`config.mk`:
```
export PLATFORM = sky130hd
export DESIGN_NAME = if_stage
export DESIGN_NICKNAME = d
export VERILOG_FILES = /design/src/rtl/if_stage.sv
export SDC_FILE = /design/constraint.sdc
export NUM_CORES = 1
export LEC_CHECK = 0
export ABC_AREA = 1
export CAP_MARGIN = 20
export CORE_UTILIZATION = 38
export DETAILED_ROUTE_END_ITERATION = 10
export GPL_TIMING_DRIVEN = 1
export PLACE_DENSITY = 0.85
export SLEW_MARGIN = 20
export SYNTH_ARGS = -nofsm -noshare
export SYNTH_HDL_FRONTEND = slang
export SYNTH_SLANG_ARGS = --single-unit
```
`constraint.sdc`:
```
create_clock -name clk -period 2 [get_ports clk]
set_input_delay 0.3 -clock clk [delete_from_list [all_inputs] [get_ports clk]]
set_output_delay 0.3 -clock clk [all_outputs]
set_load 0.02 [all_outputs]
```
`src/rtl/if_stage.sv`:
```
// Instruction-fetch stage: holds the fetch PC, drives a 1-cycle-latency instruction SRAM,
// buffers the returned word across ID stalls and applies ID branch redirects.
// Optional macro IF_ADEF_EN adds IFreg_adef (misaligned-fetch flag, nop injected).
`ifndef BR_BUS_LEN
`define BR_BUS_LEN 33
`endif

module if_stage #(
  parameter logic [31:0] RESET_PC = 32'h1c000000
) (
  input  logic                   clk,
  input  logic                   reset,
  input  logic                   ID_allow_in,
  input  logic [`BR_BUS_LEN-1:0] BR_BUS,
  output logic                   inst_sram_en,
  output logic [3:0]             inst_sram_we,
  output logic [31:0]            inst_sram_addr,
  output logic [31:0]            inst_sram_wdata,
  input  logic [31:0]            inst_sram_rdata,
  output logic                   IF_ready_go,
  output logic                   IF_allow_in,
  output logic                   IFreg_valid,
  output logic [31:0]            IFreg_inst,
  output logic [31:0]            IFreg_pc
`ifdef IF_ADEF_EN
  ,
  output logic                   IFreg_adef
`endif
);

  localparam logic [31:0] NOP_INST = 32'h03400000;

  logic        fs_valid_q, fs_valid_d;
  logic [31:0] fs_pc_q, fs_pc_d;
  logic [31:0] inst_buf_q, inst_buf_d;
  logic        inst_buf_valid_q, inst_buf_valid_d;

  logic        br_taken_s;
  logic [31:0] br_target_s;
  logic        to_fs_valid_s;
  logic [31:0] nextpc_s;
  logic        ready_go_s;
  logic        allow_in_s;
  logic        fetch_ok_s;
  logic        handoff_s;

  assign {br_target_s, br_taken_s} = BR_BUS;

  assign to_fs_valid_s = ~reset;
  assign ready_go_s    = 1'b1;
  assign nextpc_s      = br_taken_s ? br_target_s : (fs_pc_q + 32'd4);
  assign allow_in_s    = ~fs_valid_q | (ready_go_s & ID_allow_in);
  assign handoff_s     = fs_valid_q & ID_allow_in;

`ifdef IF_ADEF_EN
  // Misaligned fetches never reach the SRAM; the fault is reported alongside a nop.
  assign fetch_ok_s = (nextpc_s[1:0] == 2'b00);
`else
  assign fetch_ok_s = 1'b1;
`endif

  assign inst_sram_en    = to_fs_valid_s & (allow_in_s | br_taken_s) & fetch_ok_s;
  assign inst_sram_we    = 4'b0000;
  assign inst_sram_addr  = nextpc_s;
  assign inst_sram_wdata = 32'h00000000;

  assign IF_ready_go = ready_go_s;
  assign IF_allow_in = allow_in_s;
  assign IFreg_pc    = fs_pc_q;
  // The word in IF while ID resolves a taken branch is wrong-path: squash it.
  assign IFreg_valid = fs_valid_q & ~br_taken_s;

`ifdef IF_ADEF_EN
  assign IFreg_adef = fs_valid_q & (fs_pc_q[1:0] != 2'b00);
  assign IFreg_inst = IFreg_adef ? NOP_INST
                    : (inst_buf_valid_q ? inst_buf_q : inst_sram_rdata);
`else
  assign IFreg_inst = inst_buf_valid_q ? inst_buf_q : inst_sram_rdata;
`endif

  // Next-state for fetch PC/valid and the stall buffer; redirect has top priority.
  always_comb begin
    fs_valid_d       = fs_valid_q;
    fs_pc_d          = fs_pc_q;
    inst_buf_d       = inst_buf_q;
    inst_buf_valid_d = inst_buf_valid_q;

    if (br_taken_s) begin
      fs_pc_d    = br_target_s;
      fs_valid_d = 1'b1;
    end else if (allow_in_s) begin
      fs_pc_d    = nextpc_s;
      fs_valid_d = to_fs_valid_s;
    end else begin
      fs_pc_d    = fs_pc_q;
      fs_valid_d = fs_valid_q;
    end

    // The SRAM output is only valid one cycle after a request, so capture it on the first stall cycle.
    if (br_taken_s) begin
      inst_buf_valid_d = 1'b0;
    end else if (fs_valid_q & ~ID_allow_in & ~inst_buf_valid_q) begin
      inst_buf_d       = inst_sram_rdata;
      inst_buf_valid_d = 1'b1;
    end else if (handoff_s) begin
      inst_buf_valid_d = 1'b0;
    end else begin
      inst_buf_valid_d = inst_buf_valid_q;
    end
  end

  // State registers with asynchronous active-high reset.
  always_ff @(posedge clk or posedge reset) begin
    if (reset) begin
      fs_valid_q       <= 1'b0;
      fs_pc_q          <= RESET_PC - 32'd4;
      inst_buf_q       <= 32'h00000000;
      inst_buf_valid_q <= 1'b0;
    end else begin
      fs_valid_q       <= fs_valid_d;
      fs_pc_q          <= fs_pc_d;
      inst_buf_q       <= inst_buf_d;
      inst_buf_valid_q <= inst_buf_valid_d;
    end
  end

endmodule

```
==> flow_metrics.py, run 1 <==
metrics = {
    "job": {
        "drv_cap": 0,
    },
    "clock_tree": {
        "cts_num_sinks": 66,
        "cts_made_buffers": 9,
        "cts-root-buf": "clkbuf_16",
        "clk_pin_slew_ps": 60,
        "clock_latency_ps": 340,
        "clock_path_buffers": 2,
        "ctsHoldBuffers": 0,
        "cts_tree": "done",
        "h-tree-depth": 3,
    },
    "logic_synthesis": {
        "netlist_instances": 671,
        "async_flop_share_pct": 100.0,
        "synth_seq_cells": 66,
        "synth_common_cells": "nand2_1 (236), o21ai_0 (70), inv_1 (67)",
        "ys_seq_area_share_pct": 37.47,
        "syn_area_um2": 4494,
        "synthFlopType": "dfrtp_1",
        "ys_warn_count": 0,
        "avgSynthCellArea_um2": 6.698,
        "yosysUniqueCellTypes": 31,
        "yosys-top-cells-area": "dfrtp_1 (22%), nand2_1 (20%), dfstp_2 (15%), o21ai_0 (7.8%), buf_4 (6.2%)",
        "synth_top_area_share_pct": 22.27,
        "synth_edf_count": 0,
        "yosys.area.top_type": "dfrtp_1",
        "synth.most_common_cell": "nand2_1",
    },
    "sta": {
        "finalHoldViolations": 0,
        "min_period_ps": 2507,
        "fin_tns_setup_ps": -10920,
        "slew_viol_final": 0,
        "finClkSkew_ps": 7.428,
        "worstMarginPinSlew_ps": 848.1,
        "rsz0062_at_grt": "true",
        "fin_ws_ps": -507.1,
        "timing.final.crit_share_pct": 125.4,
        "slew_headroom_pct": 43.46,
        "setup_viol": 37,
        "max_freq_ghz": 0.3989,
    },
    "power": {
        "vdd_ir_drop_max_mv": 0.7272,
        "seqPwrFrac_pct": 30.0,
        "power_density_nw_per_um2": 751.7,
        "p_sw_w": 0.002076,
        "p_leak_nw": 3.863,
        "comb_power_share_pct": 38.0,
        "switching_share_pct": 34.94,
        "power.internal_w": 0.003866,
        "power_frac_clock_pct": 32.0,
    },
    "grt": {
        "grtUsageMet1_pct": 31.05,
        "antenna_found_initial": 0,
        "grt_max_degree": 67,
        "grt_pass1_wl_um": 25590,
        "grtUsageTotal_pct": 25.83,
        "met3_usage_pct": 4.921,
        "grt.busiest_layer": "met2",
        "grtUsageMet2_pct": 42.65,
        "grt.overflow.total": 0,
        "grt_pass1_vias": 5155,
    },
    "outcome": {
        "outcome": "finished, violations left",
        "violations": "setup timing",
    },
    "route": {
        "drt-initial-drc-count": 485,
        "drc": 0,
        "vias_per_cell": 5.255,
        "wl_um": 18700,
        "dr_total_vias": 5738,
        "drt_pre_antenna_iters": 5,
        "avgRoutedWirePerCell_um": 17.12,
        "ant_nets": 0,
    },
    "setup_path": {
        "r2r_slack_ps": -280,
        "startpoint": "IFreg_pc[10]$_DFFE_PP1N_",
        "end_kind": "output port",
        "r2r-end": "IFreg_pc[11]$_DFFE_PP1N_",
        "worstSetupStartpointType": "flip-flop",
        "critical_path_class": "reg -> out",
        "crit_end": "inst_sram_addr[23]",
        "cp_max_fo": 4,
        "cp.arrival_ps": 2210,
        "worstReg2RegStart": "IFreg_pc[7]$_DFFE_PP1N_",
        "worst-r2r-cell-count": 14,
        "cp_data_required_time_ps": 1700,
    },
    "cells_and_area": {
        "fin_nets": 1013,
        "area.growth.synth_to_final_pct": 75.89,
        "fin_util_pct": 68.94,
        "drive_gt1_share_pct": 33.61,
        "stdcell_count": 1092,
        "n_fill_cell": 846,
        "diodes": 0,
        "final_area_um2": 7905,
    },
    "placed_design": {
        "dp_cells": 1031,
        "detailed_place.area_um2": 6713,
        "dpl.hpwl_um": 10230,
        "port_buffers": 166,
        "post-place-ws_ps": -496.1,
        "gp_congestion": 0.9866,
    },
    "floorplanning": {
        "core-area_um2": 11470,
        "dieHeight_um": 110.8,
        "die_w_um": 110.8,
        "rows": 39,
        "ios": 204,
        "die_area_um2": 12270,
        "start_util_pct": 39.19,
    },
    "hold_path": {
        "hold_class": "reg -> reg",
    },
}
routing by layer:
layer / vias up / wire [um] / part of all wire (%)
met5: - / 0 / 0
met4: 0 / 1304 / 7.0
met3: 126 / 1739 / 9.3
met2: 431 / 8648 / 46
met1: 2606 / 7003 / 37
li1: 2575 / - / -
critical path, stage by stage, from the launching register on:
cell	delay, ps
dfstp_2	630
nand2_4	100
nor2_4	190
nand2_4	100
buf_12	130
nor2_4	130
nand2_1	100
nand2_1	90
nand3_2	90
and2_4	180
buf_6	120
layout make-up:
class | instances | area (um^2) | area share (%)
Multi-Input combinational cell | 508 | 2751 | 34.81
Timing Repair Buffer | 290 | 2675 | 33.84
Sequential cell | 66 | 1685 | 21.32
Inverter | 69 | 262.8 | 3.324
Clock buffer | 10 | 239.0 | 3.023
Tap cell | 143 | 178.9 | 2.263
Clock inverter | 6 | 112.6 | 1.425
logic make-up (layout without fill, tap and decap cells):
| kind of cell | count (synthesis) | count (layout) | share of synthesized area [%] |
|---|---|---|---|
| other | 2 | 37 | 0.1671 |
| adders and majority gates | 1 | 1 | 0.2784 |
| and+or+nand+nor | 368 | 368 | 34.94 |
| buffers and inverters | 132 | 375 | 14.64 |
| DFF | 66 | 66 | 37.47 |
| AOI/OAI and AO/OA | 101 | 101 | 12.31 |
| xor gates and xnor gates | 1 | 1 | 0.1949 |
stage by stage:
| step | hold WS, ps | total power, W |
|---|---|---|
| after floorplan | 392.2 | 0.002751 |
| after global placement | 437.7 | 0.003636 |
| after detailed placement | 447.2 | 0.003678 |
| after CTS | 454.4 | 0.005692 |
| after global routing | 496.9 | 0.006187 |
| final | 475.8 | 0.005943 |
power groups by stage:
stage / Clock, W / Combinational [W] / Sequential (W)
after floorplan: 0 / 0.000869 / 0.00188
after global placement: 0 / 0.00189 / 0.00175
after detailed placement: 0 / 0.00192 / 0.00176
after CTS: 0.00191 / 0.00203 / 0.00176
after global routing: 0.00198 / 0.00239 / 0.00181
final: 0.00190 / 0.00226 / 0.00178
registers in the layout, indices dropped and copies added, names as in the netlist:
register and cells:
IFreg_pc 32, inst_buf_q 32, fs_valid_q 1, inst_buf_valid_q 1
layout by cell type (no fill, tap or decap), drive strengths merged, types with 2 or more instances in the layout:
master,n
o21a,5
nand2,241
clkdlybuf4s50,98
buf,153
o211ai,5
o21ai,78
inv,69
o21bai,3
a31oi,4
and2,10
dfstp,26
clkbuf,10
dlygate4sd2,36
or2,10
bufinv,3
clkinv,2
conb,37
dlymetal6s2s,3
nor2,56
a21oi,5
nand3,51
dfrtp,40
worst min-delay path by stage:
stage | depth (start not counted) | endpoint | startpoint | slack, ps
3_5_place_dp | 1 | inst_buf_valid_q$_DFFE_PP0P_ | fs_valid_q$_DFFE_PP0N_ | 450
3_3_place_gp | 1 | inst_buf_valid_q$_DFFE_PP0P_ | fs_valid_q$_DFFE_PP0N_ | 440
2_1_floorplan | 1 | fs_valid_q$_DFFE_PP0N_ | reset | 390
5_1_grt | 1 | inst_buf_valid_q$_DFFE_PP0P_ | fs_valid_q$_DFFE_PP0N_ | 500
6_report | 1 | inst_buf_valid_q$_DFFE_PP0P_ | fs_valid_q$_DFFE_PP0N_ | 480
4_1_cts | 1 | inst_buf_valid_q$_DFFE_PP0P_ | fs_valid_q$_DFFE_PP0N_ | 450
repair_timing:
action / in CTS / in global routing
gates resized for setup: 258 / 84
endpoints found under the hold margin: 0 / 0
cloned: 0 / 0
pin swaps: 34 / 32
setup endpoints to repair: 66 / 38
setup buffers: 34 / 19
Note: power is estimated with default switching activity, not from simulation.
==> run 2, diff against run 1 <==
--- a/config.mk
+++ b/config.mk
@@ -9,7 +9,7 @@
 export CAP_MARGIN = 20
 export CORE_UTILIZATION = 38
 export DETAILED_ROUTE_END_ITERATION = 10
-export GPL_TIMING_DRIVEN = 1
+export GPL_TIMING_DRIVEN = 0
 export PLACE_DENSITY = 0.85
 export SLEW_MARGIN = 20
 export SYNTH_ARGS = -nofsm -noshare
==> flow_metrics.py, run 2 (same netlist as run 1, synthesis figures left out) <==
metrics = {
    "power": {
        "p_leak_nw": 4.007,
        "power_density_nw_per_um2": 726.9,
        "comb_power_share_pct": 38.6,
        "vdd_ir_drop_max_mv": 0.5584,
        "power.internal_w": 0.003702,
        "power_frac_clock_pct": 30.4,
        "power.total_w": 0.005872,
        "p_sw_w": 0.002170,
        "switching_share_pct": 36.96,
        "seqPwrFrac_pct": 31.0,
    },
    "sta": {
        "max_freq_ghz": 0.4183,
        "slew_headroom_pct": 58.96,
        "finalHoldViolations": 0,
        "slew_viol_final": 0,
        "fin_tns_setup_ps": -8935,
        "finClkSkew_ps": 17.50,
        "rsz0062_at_grt": "true",
        "fin_ws_ps": -390.6,
        "worstMarginPinSlew_ps": 615.7,
        "timing.final.crit_share_pct": 119.5,
        "hold_ws_ps": 467.9,
        "setup_viol": 33,
        "min_period_ps": 2391,
    },
    "floorplanning": {
        "ios": 204,
        "core-area_um2": 11470,
        "dieHeight_um": 110.8,
        "die_w_um": 110.8,
        "die_area_um2": 12270,
        "start_util_pct": 39.19,
        "rows": 39,
    },
    "clock_tree": {
        "clock_path_buffers": 2,
        "cts_made_buffers": 9,
        "cts_tree": "done",
        "cts-root-buf": "clkbuf_16",
        "clock_latency_ps": 350,
        "cts_num_sinks": 66,
        "clk_pin_slew_ps": 70,
        "h-tree-depth": 3,
    },
    "setup_path": {
        "cp_data_required_time_ps": 1700,
        "path_common_cell": "nor2_4",
        "cp.arrival_ps": 2090,
        "cp_max_fo": 6,
        "end_kind": "output port",
        "critical_path_class": "reg -> out",
        "path_cells": "inv_2 -> nor2_4 -> nand2_4 -> nor2_4 -> nand3_2 -> a31oi_4 -> buf_6",
        "cp_slowest_cell": "dfstp_2",
        "cp_slowest_stage_delay_ps": 600,
        "worstSetupStartpointType": "flip-flop",
    },
    "placed_design": {
        "dpl.hpwl_um": 10950,
        "port_buffers": 166,
        "gp_congestion": 0.9067,
    },
    "grt": {
        "grt_pass1_wl_um": 26600,
        "grt_pass1_vias": 5229,
        "grt_max_degree": 25,
        "antenna_found_initial": 0,
        "grt.overflow.total": 0,
        "grtUsageTotal_pct": 27.21,
    },
    "route": {
        "dr_total_vias": 5867,
        "drt-initial-drc-count": 512,
        "drt_pre_antenna_iters": 5,
        "avgRoutedWirePerCell_um": 18.03,
        "ant_nets": 0,
        "drc": 0,
        "wl_um": 19990,
        "vias_per_cell": 5.290,
    },
    "cells_and_area": {
        "regArea_um2": 1684,
        "final_common_cell": "nand2_1",
        "area.growth.synth_to_final_pct": 79.73,
        "diodes": 0,
        "n_fill_cell": 809,
        "drive_gt1_share_pct": 37.37,
        "multiInputGateArea_um2": 2910,
        "fin_nets": 1030,
        "final_cell_mix": "nand2_1 (191), buf_4 (102), clkdlybuf4s50_1 (91)",
    },
    "job": {
        "drv_cap": 0,
    },
    "hold_path": {
        "hold_class": "reg -> reg",
    },
    "outcome": {
        "outcome": "finished, violations left",
        "violations": "setup timing",
    },
}
## run 2: cell type report
| type | count | area share (%) |
|---|---|---|
| plain buffers | 62 | 5.251 |
| flip-flops and latches | 66 | 20.85 |
| repair buffers | 244 | 28.31 |
| repair inverters | 1 | 0.06196 |
| inverters | 69 | 3.346 |
| clock inverters | 6 | 1.100 |
| multi-input cells | 508 | 36.03 |
| well taps | 143 | 2.215 |
| clock buffers | 10 | 2.835 |
## run 2: through the flow
| stage | setup WS, ps | instance area, um^2 | util, % | cells |
|---|---|---|---|---|
| after detailed placement | -770.4 | 6518 | 56.84 | 1017 |
| after global placement | -1358 | 6470 | 56.42 | 1015 |
| after CTS | -290.3 | 7430 | 64.79 | 1085 |
| final | -390.6 | 8078 | 70.44 | 1109 |
| after global routing | -435.5 | 8078 | 70.44 | 1109 |
| after floorplan | 4.610 | 4629 | - | 706 |
## run 2: worst paths after layout
| path | startpoint | endpoint | slack (ps) | cells after the start |
|---|---|---|---|---|
| min | fs_valid_q$_DFFE_PP0N_ | inst_buf_valid_q$_DFFE_PP0P_ | 470 | 1 |
| min in group asynchronous | reset | inst_buf_q[3]$_DFFE_PP0P_ | 530 | 3 |
| max | IFreg_pc[2]$_DFFE_PP1N_ | inst_sram_addr[27] | -390 | 7 |
| max in group asynchronous | reset | IFreg_pc[20]$_DFFE_PP1N_ | 790 | 5 |
| max reg2reg | IFreg_pc[2]$_DFFE_PP1N_ | IFreg_pc[14]$_DFFE_PP1N_ | -320 | 14 |
| min reg2reg | fs_valid_q$_DFFE_PP0N_ | inst_buf_valid_q$_DFFE_PP0P_ | 470 | 1 |
## run 2: power by group through the flow
| stage | logic, W | clock network (W) | registers [W] |
|---|---|---|---|
| floorplan | 0.000869 | 0 | 0.00188 |
| global placement | 0.00169 | 0 | 0.00181 |
| detailed placement | 0.00174 | 0 | 0.00182 |
| CTS | 0.00196 | 0.00173 | 0.00178 |
| global route | 0.00239 | 0.00184 | 0.00184 |
| finish | 0.00227 | 0.00178 | 0.00182 |
## run 2: repair_timing
action	4_1_cts	5_1_grt
setup buffers	51	29
cloned	1	0
endpoints found under the setup margin	66	67
hold buffers	0	0
resized for setup	282	196
hold endpoints to repair	0	0
pin swaps	46	54
## run 2: critical path, delay by kind of cell (launching register included)
family	cells	cell delay, ps
AND/OR/NAND/NOR	4	650
flip-flops	1	600
AO/OA/AOI/OAI	1	250
buffers and inverters	2	230
## run 2: layer usage
| metal | vias up | part of all wire (%) | global-route usage [%] |
|---|---|---|---|
| li1 | 2618 | - | - |
| met4 | 0 | 6.8 | 11.82 |
| met2 | 428 | 47 | 45.09 |
| met3 | 144 | 9.3 | 4.647 |
| met5 | - | 0 | 0 |
| met1 | 2677 | 37 | 34.82 |
==> run 3, diff against run 2 <==
--- a/config.mk
+++ b/config.mk
@@ -5,12 +5,12 @@
 export SDC_FILE = /design/constraint.sdc
 export NUM_CORES = 1
 export LEC_CHECK = 0
-export ABC_AREA = 1
+export ABC_AREA = 0
 export CAP_MARGIN = 20
-export CORE_UTILIZATION = 38
+export CORE_UTILIZATION = 39
 export DETAILED_ROUTE_END_ITERATION = 10
 export GPL_TIMING_DRIVEN = 0
-export PLACE_DENSITY = 0.85
+export PLACE_DENSITY = 0.86
 export SLEW_MARGIN = 20
 export SYNTH_ARGS = -nofsm -noshare
 export SYNTH_HDL_FRONTEND = slang
==> flow_metrics.py, run 3 <==
metrics = {
    "clock_tree": {
        "clock_latency_ps": 330,
        "ctsHoldBuffers": 0,
        "cts_made_buffers": 9,
        "clk_pin_slew_ps": 70,
        "cts_num_sinks": 66,
        "cts_tree": "done",
        "clock_path_buffers": 2,
        "h-tree-depth": 3,
        "cts-root-buf": "clkbuf_16",
    },
    "floorplanning": {
        "die_w_um": 112.0,
        "rows": 39,
        "start_util_pct": 40.64,
        "die_area_um2": 12550,
        "dieHeight_um": 112.0,
        "core-area_um2": 11610,
        "ios": 204,
    },
    "cells_and_area": {
        "final_cell_mix": "buf_4 (115), clkdlybuf4s50_1 (93), mux2_2 (77)",
        "regArea_um2": 1685,
        "multiInputGateArea_um2": 3528,
        "area.growth.synth_to_final_pct": 82.03,
        "fin_nets": 851,
        "stdcell_count": 930,
        "n_fill_cell": 832,
        "drive_gt1_share_pct": 54.38,
        "final_common_cell": "buf_4",
        "diodes": 0,
    },
    "power": {
        "seqPwrFrac_pct": 31.2,
        "switching_share_pct": 36.13,
        "power.total_w": 0.005911,
        "power_frac_clock_pct": 27.7,
        "p_sw_w": 0.002136,
        "p_leak_nw": 3.639,
        "comb_power_share_pct": 41.1,
        "vdd_ir_drop_max_mv": 0.4874,
        "power.internal_w": 0.003776,
        "power_density_nw_per_um2": 688.1,
    },
    "logic_synthesis": {
        "synth_top_area_share_pct": 21.21,
        "synth_common_cells": "mux2_2 (79), dfrtp_1 (40), buf_4 (38)",
        "syn_area_um2": 4720,
        "yosysUniqueCellTypes": 51,
        "netlist_instances": 495,
        "ys_warn_count": 0,
        "synth.most_common_cell": "mux2_2",
        "ys_seq_area_share_pct": 35.68,
        "yosys-top-cells-area": "dfrtp_1 (21%), mux2_2 (19%), dfstp_2 (14%), buf_4 (6.0%), nor2_1 (2.8%)",
        "synth_seq_cells": 66,
        "synthFlopType": "dfrtp_1",
        "synth_edf_count": 0,
        "async_flop_share_pct": 100.0,
        "avgSynthCellArea_um2": 9.534,
        "yosys.area.top_type": "dfrtp_1",
    },
    "hold_path": {
        "hold_class": "in -> async",
    },
    "setup_path": {
        "r2r_slack_ps": -500,
        "cp_data_required_time_ps": 1700,
        "cp_max_fo": 4,
        "critical_path_class": "reg -> out",
        "worstSetupStartpointType": "flip-flop",
        "cp.arrival_ps": 2630,
        "end_kind": "output port",
    },
    "grt": {
        "grtUsageTotal_pct": 29.78,
        "grt_pass1_vias": 5469,
        "grt_pass1_wl_um": 29210,
        "grt_max_degree": 38,
        "antenna_found_initial": 0,
        "grt.overflow.total": 0,
    },
    "placed_design": {
        "gp_congestion": 0.9015,
        "dp_cells": 840,
        "port_buffers": 166,
        "post-place-ws_ps": -1961,
        "dpl.hpwl_um": 12110,
    },
    "route": {
        "drt_pre_antenna_iters": 8,
        "drt-initial-drc-count": 365,
        "drc": 11,
        "ant_nets": 0,
        "wl_um": 20130,
        "avgRoutedWirePerCell_um": 21.65,
        "vias_per_cell": 5.889,
        "dr_total_vias": 5477,
    },
    "sta": {
        "setup_viol": 44,
        "finClkSkew_ps": 13.81,
        "slew_viol_final": 0,
        "fin_ws_ps": -933.5,
        "min_period_ps": 2933,
        "fin_tns_setup_ps": -21980,
        "finalHoldViolations": 0,
        "rsz0062_at_grt": "true",
        "max_freq_ghz": 0.3409,
        "timing.final.crit_share_pct": 146.7,
    },
    "outcome": {
        "outcome": "finished, violations left",
        "violations": "DRC, setup timing",
    },
    "job": {
        "drv_cap": 0,
    },
}
-- run 3: changes by cell type after synthesis, moves of 13 or more --
cell / change
nor3_1: +24
o21ai_0: -61
nand3_1: -38
inv_1: -61
nor4_1: +15
mux2_2: +79
and4_1: +13
a211oi_1: +15
nand2_1: -214
-- run 3: cell families after synthesis --
logic type,synth area share [%]
AND/OR/NAND/NOR,21.87
buffers and inverters,10.05
multiplexers,18.85
AO/OA/AOI/OAI,11.27
flip-flops,35.68
XOR/XNOR,1.856
other,0.1591
adder cells (fa/ha/maj),0.2651
-- run 3: per-layer routing --
metal	vias up	track usage, %	routed length [um]
met3	97	5.008	1630
met5	-	0	0
met2	359	51.14	9914
met4	0	13.69	1022
met1	2665	36.55	7563
li1	2356	-	-
-- run 3: cell type report --
class,count,area share [%]
plain buffers,69,7.151
well taps,143,2.083
clock inverters,6,0.7428
clock buffers,10,2.782
flip-flops and latches,66,19.62
repair buffers,247,26.26
multi-input cells,383,41.07
inverters,6,0.2913
-- run 3: path summary, 6_finish.rpt --
| check | start | end | cells after the start |
|---|---|---|---|
| max in group asynchronous | reset | IFreg_pc[25]$_DFFE_PP1N_ | 3 |
| min in group clk | BR_BUS[0] | inst_buf_q[31]$_DFFE_PP0P_ | 3 |
| setup reg to reg | IFreg_pc[3]$_DFFE_PP1N_ | IFreg_pc[18]$_DFFE_PP1N_ | 7 |
| hold reg to reg | inst_buf_q[4]$_DFFE_PP0P_ | inst_buf_q[4]$_DFFE_PP0P_ | 1 |
| setup / recovery | IFreg_pc[3]$_DFFE_PP1N_ | inst_sram_addr[28] | 10 |
| hold / removal | reset | inst_buf_q[22]$_DFFE_PP0P_ | 2 |
-- run 3: power by group through the flow --
stage,Sequential (W),Clock (W),Combinational [W]
2_1_floorplan,0.00188,0,0.00107
3_3_place_gp,0.00181,0,0.00191
3_5_place_dp,0.00183,0,0.00196
4_1_cts,0.00182,0.00164,0.00220
5_1_grt,0.00187,0.00170,0.00254
6_report,0.00184,0.00164,0.00243
-- run 3: through the flow --
step           util, %  area [um^2]  hold WS, ps
2_1_floorplan        -         5080        392.9
3_3_place_gp     59.59         6920        483.7
3_5_place_dp     59.84         6949        493.2
4_1_cts          70.41         8177        396.1
5_1_grt          73.97         8591        438.5
6_report         73.97         8591        380.4
-- run 3: repair_timing --
action,in CTS,in global routing
resized for setup,364,101
endpoints found under the setup margin,132,106
cloned,1,0
hold endpoints to repair,0,0
buffers inserted,52,32
pin swaps,45,47
-- run 3: worst max-delay path: stages (launching register included) --
cell      delay, ps
dfstp_2         570
ha_4            190
nand3_4         130
buf_8           170
buf_6           110
nor4_4          270
clkbuf_8        220
buf_12          100
a41oi_2          80
a221oi_2        240
buf_4           190
